[src/rtl/mac_scheduler_if.sv]
// Bundle of feature-input handshake, weight-ROM, external-MAC and result signals for mac_scheduler.
// master = scheduler side, slave = surrounding datapath / testbench.
interface mac_scheduler_if #(
  parameter int N_IN  = 16,
  parameter int N_OUT = 10,
  parameter int ACC_W = 20
);
  localparam int ADDR_W = $clog2(N_IN * N_OUT);

  logic              start;
  logic [7:0]        in_data;
  logic              in_valid;
  logic              in_ready;

  logic [ADDR_W-1:0] w_addr;
  logic              w_rd_en;
  logic [7:0]        w_data;

  logic              mac_clr;
  logic              mac_en;
  logic [7:0]        mac_x;
  logic [7:0]        mac_w;
  logic [ACC_W-1:0]  mac_acc;

  logic              busy;
  logic [3:0]        result_data;
  logic              result_valid;

  modport master (
    input  start, in_data, in_valid, w_data, mac_acc,
    output in_ready, w_addr, w_rd_en, mac_clr, mac_en, mac_x, mac_w,
           busy, result_data, result_valid
  );

  modport slave (
    output start, in_data, in_valid, w_data, mac_acc,
    input  in_ready, w_addr, w_rd_en, mac_clr, mac_en, mac_x, mac_w,
           busy, result_data, result_valid
  );
endinterface

[src/rtl/mac_scheduler.sv]
// Sequences one dense-layer inference over an external MAC and weight ROM, then reports the argmax neuron.
// Optional macro MAC_SCHED_RELU_EN clamps negative accumulator results to zero before comparison.
module mac_scheduler #(
  parameter int N_IN  = 16,
  parameter int N_OUT = 10,
  parameter int ACC_W = 20
) (
  input  logic             clk,
  input  logic             reset,
  mac_scheduler_if.master  bus
);
  localparam int ADDR_W = $clog2(N_IN * N_OUT);
  localparam int K_W    = $clog2(N_IN);

  localparam logic [K_W-1:0] LAST_K = K_W'(N_IN - 1);
  localparam logic [3:0]     LAST_J = 4'(N_OUT - 1);

  localparam logic [2:0] S_IDLE  = 3'd0;
  localparam logic [2:0] S_LOAD  = 3'd1;
  localparam logic [2:0] S_ISSUE = 3'd2;
  localparam logic [2:0] S_LAST  = 3'd3;
  localparam logic [2:0] S_WAIT  = 3'd4;
  localparam logic [2:0] S_CMP   = 3'd5;
  localparam logic [2:0] S_DONE  = 3'd6;

  logic [2:0]              r_state;
  logic [K_W-1:0]          r_k;
  logic [3:0]              r_j;
  logic [7:0]              r_buf [N_IN];
  logic signed [ACC_W-1:0] r_best;
  logic [3:0]              r_bestIdx;
  logic [3:0]              r_resultData;

  logic                    w_inIssue;
  logic                    w_inLast;
  logic                    w_macEn;
  logic [ADDR_W-1:0]       w_addrCalc;
  logic [7:0]              w_macX;
  logic signed [ACC_W-1:0] w_score;
  logic                    w_better;
  logic [3:0]              w_newBestIdx;

  assign w_inIssue  = (r_state == S_ISSUE);
  assign w_inLast   = (r_state == S_LAST);
  assign w_macEn    = (w_inIssue && (r_k != '0)) || w_inLast;
  assign w_addrCalc = ADDR_W'(int'(r_j) * N_IN + int'(r_k));

  // The ROM answers one cycle late, so the MAC operand pair always trails the issued address by one feature.
  assign w_macX = w_inLast ? r_buf[N_IN-1] : r_buf[r_k - 1'b1];

`ifdef MAC_SCHED_RELU_EN
  assign w_score = bus.mac_acc[ACC_W-1] ? '0 : $signed(bus.mac_acc);
`else
  assign w_score = $signed(bus.mac_acc);
`endif

  // Strict compare keeps the lower index on ties; neuron 0 always seeds the running best.
  assign w_better     = (r_j == 4'd0) || (w_score > r_best);
  assign w_newBestIdx = w_better ? r_j : r_bestIdx;

  assign bus.in_ready     = (r_state == S_LOAD);
  assign bus.w_rd_en      = w_inIssue;
  assign bus.w_addr       = w_inIssue ? w_addrCalc : '0;
  assign bus.mac_clr      = w_inIssue && (r_k == '0);
  assign bus.mac_en       = w_macEn;
  assign bus.mac_x        = w_macEn ? w_macX : 8'd0;
  assign bus.mac_w        = w_macEn ? bus.w_data : 8'd0;
  assign bus.busy         = (r_state != S_IDLE);
  assign bus.result_valid = (r_state == S_DONE);
  assign bus.result_data  = r_resultData;

  always_ff @(posedge clk) begin
    if (reset) begin
      r_state      <= S_IDLE;
      r_k          <= '0;
      r_j          <= '0;
      r_best       <= '0;
      r_bestIdx    <= '0;
      r_resultData <= '0;
      for (int i = 0; i < N_IN; i++) begin
        r_buf[i] <= '0;
      end
    end else begin
      case (r_state)
        S_IDLE: begin
          if (bus.start) begin
            r_k     <= '0;
            r_state <= S_LOAD;
          end
        end
        S_LOAD: begin
          if (bus.in_valid) begin
            r_buf[r_k] <= bus.in_data;
            if (r_k == LAST_K) begin
              r_k     <= '0;
              r_j     <= '0;
              r_state <= S_ISSUE;
            end else begin
              r_k <= r_k + 1'b1;
            end
          end
        end
        S_ISSUE: begin
          if (r_k == LAST_K) begin
            r_state <= S_LAST;
          end else begin
            r_k <= r_k + 1'b1;
          end
        end
        S_LAST: r_state <= S_WAIT;
        S_WAIT: r_state <= S_CMP;
        S_CMP: begin
          if (w_better) begin
            r_best    <= w_score;
            r_bestIdx <= r_j;
          end
          // Capture the final winner here so result_data is already valid during the DONE pulse.
          if (r_j == LAST_J) begin
            r_resultData <= w_newBestIdx;
            r_state      <= S_DONE;
          end else begin
            r_j     <= r_j + 4'd1;
            r_k     <= '0;
            r_state <= S_ISSUE;
          end
        end
        S_DONE:  r_state <= S_IDLE;
        default: r_state <= S_IDLE;
      endcase
    end
  end
endmodule

[src/flat_wrapper.sv]
// flat-port wrapper written by rule: the top's interface ports become plain ports
module mac_scheduler_flat 
#(
  parameter int N_IN  = 16,
  parameter int N_OUT = 10,
  parameter int ACC_W = 20
)
  (clk, reset, bus_start, bus_in_data, bus_in_valid, bus_w_data, bus_mac_acc, bus_in_ready, bus_w_addr, bus_w_rd_en, bus_mac_clr, bus_mac_en, bus_mac_x, bus_mac_w, bus_busy, bus_result_data, bus_result_valid);
  mac_scheduler_if #(.N_IN(N_IN), .N_OUT(N_OUT), .ACC_W(ACC_W)) bus_i ();
  input  logic clk;
  input  logic reset;
  input wire logic [$bits(bus_i.start)-1:0] bus_start;
  input wire logic [$bits(bus_i.in_data)-1:0] bus_in_data;
  input wire logic [$bits(bus_i.in_valid)-1:0] bus_in_valid;
  input wire logic [$bits(bus_i.w_data)-1:0] bus_w_data;
  input wire logic [$bits(bus_i.mac_acc)-1:0] bus_mac_acc;
  output wire logic [$bits(bus_i.in_ready)-1:0] bus_in_ready;
  output wire logic [$bits(bus_i.w_addr)-1:0] bus_w_addr;
  output wire logic [$bits(bus_i.w_rd_en)-1:0] bus_w_rd_en;
  output wire logic [$bits(bus_i.mac_clr)-1:0] bus_mac_clr;
  output wire logic [$bits(bus_i.mac_en)-1:0] bus_mac_en;
  output wire logic [$bits(bus_i.mac_x)-1:0] bus_mac_x;
  output wire logic [$bits(bus_i.mac_w)-1:0] bus_mac_w;
  output wire logic [$bits(bus_i.busy)-1:0] bus_busy;
  output wire logic [$bits(bus_i.result_data)-1:0] bus_result_data;
  output wire logic [$bits(bus_i.result_valid)-1:0] bus_result_valid;
  assign bus_i.start = bus_start;
  assign bus_i.in_data = bus_in_data;
  assign bus_i.in_valid = bus_in_valid;
  assign bus_i.w_data = bus_w_data;
  assign bus_i.mac_acc = bus_mac_acc;
  assign bus_in_ready = bus_i.in_ready;
  assign bus_w_addr = bus_i.w_addr;
  assign bus_w_rd_en = bus_i.w_rd_en;
  assign bus_mac_clr = bus_i.mac_clr;
  assign bus_mac_en = bus_i.mac_en;
  assign bus_mac_x = bus_i.mac_x;
  assign bus_mac_w = bus_i.mac_w;
  assign bus_busy = bus_i.busy;
  assign bus_result_data = bus_i.result_data;
  assign bus_result_valid = bus_i.result_valid;
  mac_scheduler #(.N_IN(N_IN), .N_OUT(N_OUT), .ACC_W(ACC_W)) u_core (.clk(clk), .reset(reset), .bus(bus_i));
endmodule
[config.mk]
export PLATFORM = sky130hd
export DESIGN_NAME = mac_scheduler_flat
export DESIGN_NICKNAME = d
export VERILOG_FILES = /design/src/rtl/mac_scheduler_if.sv /design/src/rtl/mac_scheduler.sv /design/src/flat_wrapper.sv
export SDC_FILE = /design/constraint.sdc
export NUM_CORES = 1
export LEC_CHECK = 0
export ABC_AREA = 1
export BUFFER_PORTS_ARGS = -buffer_cell sky130_fd_sc_hd__clkbuf_2
export CAP_MARGIN = 10
export CORE_MARGIN = 2
export CORE_UTILIZATION = 30
export CTS_CLUSTER_DIAMETER = 120
export DETAILED_ROUTE_END_ITERATION = 7
export SLEW_MARGIN = 20
export SYNTH_ARGS = -nofsm -noshare
export SYNTH_HDL_FRONTEND = slang
export SYNTH_SLANG_ARGS = --single-unit
[constraint.sdc]
create_clock -name clk -period 3.35 [get_ports clk]
set_input_delay 0.67 -clock clk [delete_from_list [all_inputs] [get_ports clk]]
set_output_delay 0.67 -clock clk [all_outputs]
set_load 0.01 [all_outputs]
### Word level (Yosys, flattened, before mapping)

Memories as Yosys holds them, arrays and structs flattened.
Cells that the tools add are included.

* muxes and demuxes: 30
* multipliers: 0
* equal/unequal tests: 14
* $lt $le $gt $ge: 1
* add/subtract/negate cells: 4
* bitwise logic cells: 0
* reductions and logical operators: 17
* div/mod/pow operators: 0
* shift-type cells: 0

Operators by type and width (number)
* 4-bit two-way mux: 10
* 8-bit two-way mux: 5
* 20-bit greater-than comparator: 1
* 3-bit one-hot mux with 6 select lines: 1
* 4-bit one-hot mux with 4 select lines: 1
* 3-bit two-way mux: 5
* 2-bit != test (second input constant): 5
* 3-bit equality test (second input constant): 3
* 4-bit by 1-bit adder with 4-bit output (second input constant): 2
* 8-bit by 4-bit adder with 8-bit output: 1
* 4-bit equality test (second input constant): 2
* 4-bit logical NOT: 2
* 4-bit one-hot mux with 2 select lines: 1
* 4-bit AND reduction: 2
* 4-bit nonzero test: 2
* 8-bit OR reduction: 1
* 1-bit two-way mux: 7
* 3-bit by 2-bit equality test with 1-bit output (second input constant): 2
* 5-bit AND reduction: 1
* 2-bit AND reduction: 2
* 4-bit by 1-bit subtractor with 4-bit output (second input constant): 1
* 3-bit by 1-bit equality test with 1-bit output (second input constant): 1
* 3-bit logical NOT: 1
* 3-bit nonzero test: 1
* other kinds (4): 6

* memory bits (writable): 128
* memories: 1
* ROM bits: 0
* register bits: 39
* latch bits: 0
* output and inout port bits: 34
* word-level logic and storage cells: 73

Memories
* u_core.r_buf: words 16, bits a word 8, rd ports 2, clocked after Yosys merged registers in 0, wr ports 16, line mac_scheduler.sv:29 `logic [7:0] r_buf [N_IN];`

### Logic depth before layout (Yosys ltp)

Gate-level depths: netlist of the first run.

* depth after elaboration: 6
* mapped depth: 18
* mapped depth without buffers: 17

### Worst setup path after synthesis of the first run

No wires, ideal clock.

* kind: flip-flop to output port
* start: register u_core.r_k[0]
* end: output port bus_mac_x[4]
* cell stages (with the launch flop): 12
* setup slack: 0.394 ns
* data required time: 2.680 ns
* arrival time: 2.286 ns
* cells stage by stage: dfxtp_1 -> inv_1 -> buf_2 -> buf_1 -> ha_1 -> clkinv_1 -> clkbuf_1 -> a21oi_1 -> a32o_1 -> o211ai_1 -> nand2_1 -> o22ai_1

* cells in the longest elaborated chain, start to end: 4

RTL lines
* start: declaration: line mac_scheduler.sv:27 `logic [K_W-1:0] r_k;`
* start signal: assignment: line mac_scheduler.sv:99 `r_k <= r_k + 1'b1;`
* start signal: assignment: line mac_scheduler.sv:107 `r_k <= r_k + 1'b1;`
* 4-bit by 1-bit subtractor with 4-bit output or 4-bit nonzero test (tied branches): line mac_scheduler.sv:49, mac_scheduler.sv:45
* memory read 16 x 8 bit or 1-bit logical AND (tied branches)
* 8-bit two-way mux or 1-bit logical OR (tied branches): line mac_scheduler.sv:49, mac_scheduler.sv:45
* 8-bit two-way mux (*): line mac_scheduler.sv:66 `assign bus.mac_x = w_macEn ? w_macX : 8'd0;`
* end: declaration: line flat_wrapper.sv:22 `output wire logic [$bits(bus_i.mac_x)-1:0] bus_mac_x;`

Mark *: on every way between the ends. The rest lies on a longest branch, timed or not.

### Worst setup path after layout of the first run

* start: register u_core.r_k[1]
* end: output port bus_mac_x[6]

Same word-level chain as after synthesis.

==> flow_summary.json, run 1 <==
{
  "synthTopCellsByArea": "edfxtp_1 (47%), nor2_1 (9.6%), dfxtp_1 (9.5%), nand2_1 (7.4%), a21oi_1 (4.7%)",
  "synthFlopType": "edfxtp_1",
  "grt_max_degree": 77,
  "wire_per_inst_um": 16.29,
  "grt-ovfl-total": 0,
  "cp_max_fo": 24,
  "min_path_type": "reg2reg",
  "core.rowCount": 60,
  "placed_cell_area_um2": 8940,
  "nets": 1049,
  "critPathSlowestCell": "dfxtp_1",
  "peakVddDrop_v": 0.0003756,
  "wl_um": 21760,
  "cts.clk_slew.worst_paths_ns": 0.07,
  "cpPeakStageDelay_ns": 0.37,
  "dp_cells": 1304,
  "synth_cells": 922,
  "dieWidth_um": 169.8,
  "drive_gt1_frac": 0.1508,
  "timing.final.crit_period_ns": 3.234,
  "die_y_um": 169.8,
  "fin_util": 0.3551,
  "design_area_um2": 9569,
  "layout_commonest_cell": "nor2_1",
  "power_density_nw_per_um2": 701.5,
  "hold_buffers": 0,
  "synth_area_um2": 8248,
  "drv_cap": 0,
  "postCtsSetupBuffers": 0,
  "setup-tns-final_ns": 0,
  "syn_nets": 989,
  "dieArea_um2": 28840,
  "avgViaCountPerCell": 4.939,
  "antenna_found_initial": 0,
  "grtUsageTotal": 0.1533,
  "cp_data_arrival_time_ns": 2.56,
  "clockBufferDepth": 2,
  "root_buffer": "clkbuf_16",
  "cp.required_ns": 2.68,
  "clkLatencyLatePin_ns": 0.44,
  "core_um2": 26950,
  "hold_ws_ns": 0.4643,
  "worstMarginPinSlew_ns": 0.8659,
  "gp_congestion": 0.8193,
  "vias": 6598,
  "end_kind": "output port",
  "fill_cells": 2741,
  "n_antenna_cell": 0,
  "path_class": "reg2out",
  "post-synth-top-area-cell": "edfxtp_1",
  "slew_headroom": 0.4221,
  "avgSynthCellArea_um2": 8.946,
  "initial_core_util": 0.3060,
  "rsz0062_at_grt": "yes",
  "hold_violations": 0,
  "total_power_mw": 6.712,
  "startpoint_type": "register",
  "crit_chain": "inv_1 -> ha_1 -> clkinv_2 -> buf_12 -> a21oi_1 -> a22oi_1 -> a221oi_1 -> o21ai_0 -> clkbuf_2",
  "setup_ws_ns": 0.1161,
  "synth_top_cell_area_share": 0.4660,
  "synth-edff-count": 128,
  "drv_slew": 0,
  "ant_nets": 0,
  "ys_ff_latch": 167,
  "leakagePower_nw": 3.952,
  "critPathTopFamily": "compound AO/OA/AOI/OAI gates",
  "port_buffers": 73,
  "fin_skew_ns": 0.01160,
  "ys_types": 41,
  "critPathBufInv": 4,
  "dp_slack_ns": 0.4471,
  "htreeDepth": 4,
  "grt_pass1_vias": 6369,
  "yosysWarnings": 0,
  "yosysSeqAreaShare": 0.5607,
  "first_iter_violations": 451,
  "post-route-period-util": 0.9653,
  "area_growth_pct": 16.02,
  "drc": 0,
  "final_cell_mix": "nor2_1 (211), nand2_1 (162), edfxtp_1 (128)",
  "cts_buffers": 17,
  "hpwlAfterDp_um": 14440,
  "first_pass_iters": 7,
  "io_pins": 74,
  "clock_sink_count": 167,
  "synthArstFlopShare": 0,
  "grt_pass1_wl_um": 33740,
  "cts_tree": "done",
  "setup_viol": 0,
  "max_freq_ghz": 0.3092,
  "outcome": "complete, no violations",
  "stdcell_count": 1336
}
## registers in the layout, indices dropped and copies added (netlist names)
| name | cells |
|---|---|
| u_core.r_buf | 128 |
| u_core.r_best | 20 |
| u_core.bus.result_data | 4 |
| u_core.r_bestIdx | 4 |
| u_core.r_j | 4 |
| u_core.r_k | 4 |
| u_core.r_state | 3 |
## cells by family after synthesis
| family | count (synthesis) | synth area share |
|---|---|---|
| buffers and inverters | 133 | 0.06538 |
| AOI/OAI and AO/OA | 167 | 0.1185 |
| adders and majority gates | 27 | 0.04096 |
| xor gates and xnor gates | 3 | 0.003186 |
| DFF | 167 | 0.5607 |
| and+or+nand+nor | 425 | 0.2113 |
## area by class of cell
class	instances	area, µm²	share of cell area
Clock inverter	15	172.7	0.01804
Sequential cell	167	4626	0.4834
Timing Repair Buffer	84	471.7	0.04929
Inverter	90	344.1	0.03596
Multi-Input combinational cell	622	3103	0.3243
Tap cell	341	426.7	0.04459
Clock buffer	17	425.4	0.04446
## power by group
group / switching [mW] / internal, mW / total (mW)
Sequential: 0.0778 / 2.35 / 2.43
Clock: 0.983 / 1.01 / 1.99
Combinational: 1.51 / 0.779 / 2.29
## synthesized netlist by cell type (3+ instances only)
cell type / n
nor2_1: 211
nand2_1: 162
edfxtp_1: 128
inv_1: 82
a21oi_1: 78
dfxtp_1: 39
o21ai_0: 36
clkbuf_1: 30
ha_1: 27
nand3_1: 19
a221oi_1: 9
nor2_2: 9
a22oi_1: 8
a32o_1: 7
nor3_1: 7
o211ai_1: 7
o22ai_1: 7
inv_2: 6
o21ai_1: 6
buf_1: 5
buf_2: 4
buf_6: 4
nand2_2: 4
a31oi_1: 3
nand4_1: 3
## layer usage
metal / share of wire / routed length (µm) / vias to the layer above / GRT usage
met5: 0 / 0 / - / 0
met3: 0.073 / 1583 / 34 / 0.04419
met4: 0.017 / 379 / 0 / 0.04645
li1: - / - / 3214 / -
met2: 0.47 / 10210 / 218 / 0.2532
met1: 0.44 / 9584 / 3132 / 0.1948
## timing repair
| item | in CTS | in global routing |
|---|---|---|
| pin swaps | 0 | 0 |
| setup endpoints to repair | 5 | 8 |
| gates cloned | 0 | 0 |
| resized for setup | 2 | 7 |
| hold endpoints to repair | 0 | 0 |
## worst register-to-register path, cell delays in order (launching register included)
cell	delay, ns
dfxtp_2	0.33
buf_4	0.62
ha_1	0.26
inv_1	0.08
nor2_2	0.25
nand2_2	0.21
nand2_1	0.51
## path summary, 6_finish.rpt
| path | from | end | slack (ns) | depth (start not counted) |
|---|---|---|---|---|
| max | u_core.r_k[1] | bus_mac_x[6] | 0.12 | 9 |
| min | u_core.bus.result_data[1] | u_core.bus.result_data[1] | 0.46 | 2 |
| max reg2reg | u_core.r_k[0] | u_core.r_buf[15][7] | 0.74 | 6 |
| min reg2reg | u_core.bus.result_data[1] | u_core.bus.result_data[1] | 0.46 | 2 |
(Power assumes the default switching activity.)
==> run 2, diff against run 1 <==
--- a/config.mk
+++ b/config.mk
@@ -5,7 +5,6 @@
 export SDC_FILE = /design/constraint.sdc
 export NUM_CORES = 1
 export LEC_CHECK = 0
-export ABC_AREA = 1
 export BUFFER_PORTS_ARGS = -buffer_cell sky130_fd_sc_hd__clkbuf_2
 export CAP_MARGIN = 10
 export CORE_MARGIN = 2
==> flow_summary.json, run 2 <==
{
  "ant_nets": 0,
  "synth.most_common_cell": "and2_1",
  "grt_most_used_layer": "met2",
  "drive_gt1_frac": 0.2469,
  "worstMarginPinSlew_ns": 0.6114,
  "ys_ff_latch": 167,
  "clock_sink_count": 167,
  "startpoint_type": "register",
  "setup_viol": 0,
  "area_growth_pct": 18.45,
  "clockBufferDepth": 2,
  "min_path_type": "reg2reg",
  "wire_per_inst_um": 17.15,
  "hold_violations": 0,
  "grt_max_degree": 52,
  "largest_reg_flops": 128,
  "syn_nets": 773,
  "synth_cells": 706,
  "cts_tree": "done",
  "htreeDepth": 4,
  "post-route-period-util": 0.9677,
  "regArea_um2": 4629,
  "drv_cap": 0,
  "die_y_um": 172.1,
  "outcome": "complete, no violations",
  "wl_um": 20170,
  "n_antenna_cell": 0,
  "timing.final.crit_period_ns": 3.242,
  "drv_slew": 0,
  "antenna_found_initial": 0,
  "hold_buffers": 0,
  "nets": 852,
  "synthFlopType": "edfxtp_1",
  "multi_input_area_um2": 3597,
  "io_pins": 74,
  "synth_area_um2": 8478,
  "core.rowCount": 61,
  "leakagePower_nw": 3.703,
  "power_density_nw_per_um2": 489.2,
  "peakVddDrop_v": 0.0003544,
  "first_iter_violations": 269,
  "avgViaCountPerCell": 4.740,
  "ys_types": 47,
  "slew_headroom": 0.5893,
  "cts.clk_slew.worst_paths_ns": 0.07,
  "fin_skew_ns": 0.01100,
  "dieWidth_um": 172.1,
  "yosysSeqAreaShare": 0.5455,
  "first_pass_iters": 5,
  "cp_max_fo": 16,
  "drc": 0,
  "synth-edff-count": 128,
  "dieArea_um2": 29620,
  "grt_pass1_wl_um": 30860,
  "largestRegisters": "u_core.r_buf x128, u_core.r_best x20",
  "rsz0062_at_grt": "yes",
  "hold_ws_ns": 0.4585,
  "hpwlAfterDp_um": 13580,
  "final_cell_mix": "and2_1 (142), edfxtp_1 (128), clkbuf_2 (73)",
  "post-synth-top-area-cell": "edfxtp_1",
  "path_class": "reg2out",
  "layout_commonest_cell": "and2_1",
  "grtUsageMet1": 0.1782,
  "fill_cells": 2700,
  "synthTopCellsByArea": "edfxtp_1 (45%), and2_1 (10%), dfxtp_1 (9.2%), mux4_2 (8.5%), ha_1 (4.0%)",
  "cp_data_arrival_time_ns": 2.57,
  "cts_buffers": 17,
  "avgSynthCellArea_um2": 12.01,
  "grtUsageTotal": 0.1387,
  "clkLatencyLatePin_ns": 0.43,
  "cp.required_ns": 2.68,
  "end_kind": "output port",
  "yosysWarnings": 0,
  "grt_pass1_vias": 5431,
  "synth_top_cell_area_share": 0.4534,
  "max_freq_ghz": 0.3085,
  "root_buffer": "clkbuf_16",
  "fin_util": 0.3615,
  "grt-ovfl-total": 0,
  "core_um2": 27780,
  "initial_core_util": 0.3052,
  "regMostFlops": "u_core.r_buf",
  "port_buffers": 73,
  "yosys-top-cells-count": "and2_1 (142), edfxtp_1 (128), a21oi_1 (39), dfxtp_1 (39), nor2_1 (38)",
  "grt_use_met3": 0.01877,
  "synthArstFlopShare": 0,
  "met2_usage": 0.2401,
  "gp_congestion": 0.7722,
  "vias": 5574
}
==> run 2: changes by cell type in the layout (fill, tap and decap cells not counted), moves of 9 or more <==
cell / change
a21oi_1: -39
and2_1: +142
buf_4: +16
inv_1: -55
mux2i_1: +20
mux4_2: +32
nand2_1: -130
nor2_1: -173
nor2_2: -9
o21ai_0: -26
o21ai_1: +13
or2_2: +17
==> run 2: metrics by stage <==
step	TNS, ns	cell area [µm²]	setup slack, ns	cells	power [mW]
2_1_floorplan	0	8493	0.0004137	706	2.731
4_1_cts	0	9953	0.005567	1173	4.915
5_1_grt	-0.02472	10040	-0.02284	1176	5.065
6_report	0	10040	0.1081	1176	4.913
3_5_place_dp	0	9311	0.3358	1140	2.912
3_3_place_gp	0	9311	0.3995	1140	2.909
==> run 2: cells by family after synthesis <==
group,count (synthesis),share of synthesized area
and+or+nand+nor,294,0.1941
muxes,52,0.1086
adders and majority gates,27,0.03985
buffers and inverters,66,0.03453
AOI/OAI and AO/OA,94,0.07040
DFF,167,0.5455
xor gates and xnor gates,6,0.007085
==> run 2: critical path, stage by stage (launching register included) <==
cell	delay [ns]
dfxtp_4	0.38
inv_1	0.10
ha_4	0.33
bufbuf_16	0.32
mux4_2	0.31
mux2i_1	0.14
nand2_1	0.11
a32o_1	0.31
clkbuf_2	0.13
==> run 2: where the power goes <==
part,internal [mW],switching [mW],leakage (nW)
sequential,2.28,0.0295,1.64
clock,1.07,0.928,0.295
combinational,0.275,0.325,1.77
total,3.63,1.28,3.70
==> run 2: layer usage <==
| layer | wire (µm) | part of all wire |
|---|---|---|
| met2 | 10320 | 0.51 |
| met5 | 0 | 0 |
| met4 | 333 | 0.017 |
| met3 | 738 | 0.037 |
| met1 | 8777 | 0.44 |
==> run 2: layout make-up <==
| class | instances | area share |
|---|---|---|
| Multi-Input combinational cell | 473 | 0.3582 |
| Tap cell | 378 | 0.04710 |
| Sequential cell | 167 | 0.4610 |
| Clock inverter | 15 | 0.01794 |
| Inverter | 25 | 0.009345 |
| Timing Repair Buffer | 101 | 0.06404 |
| Clock buffer | 17 | 0.04236 |
==> run 2: timing repair <==
action,4_1_cts,5_1_grt
pin swaps,0,0
buffers inserted,0,2
gates cloned,1,1
setup endpoints to repair,5,9
hold endpoints to repair,0,0
resized for setup,2,5
==> run 2: final timing paths <==
kind                            cells past startpoint                       from                         to  slack (ns)
worst max-delay path                                8              u_core.r_k[1]               bus_mac_x[7]        0.11
worst min-delay path                                2  u_core.bus.result_data[2]  u_core.bus.result_data[2]        0.46
worst max register to register                      9          u_core.r_best[17]  u_core.bus.result_data[0]        0.73
worst min register to register                      2  u_core.bus.result_data[2]  u_core.bus.result_data[2]        0.46
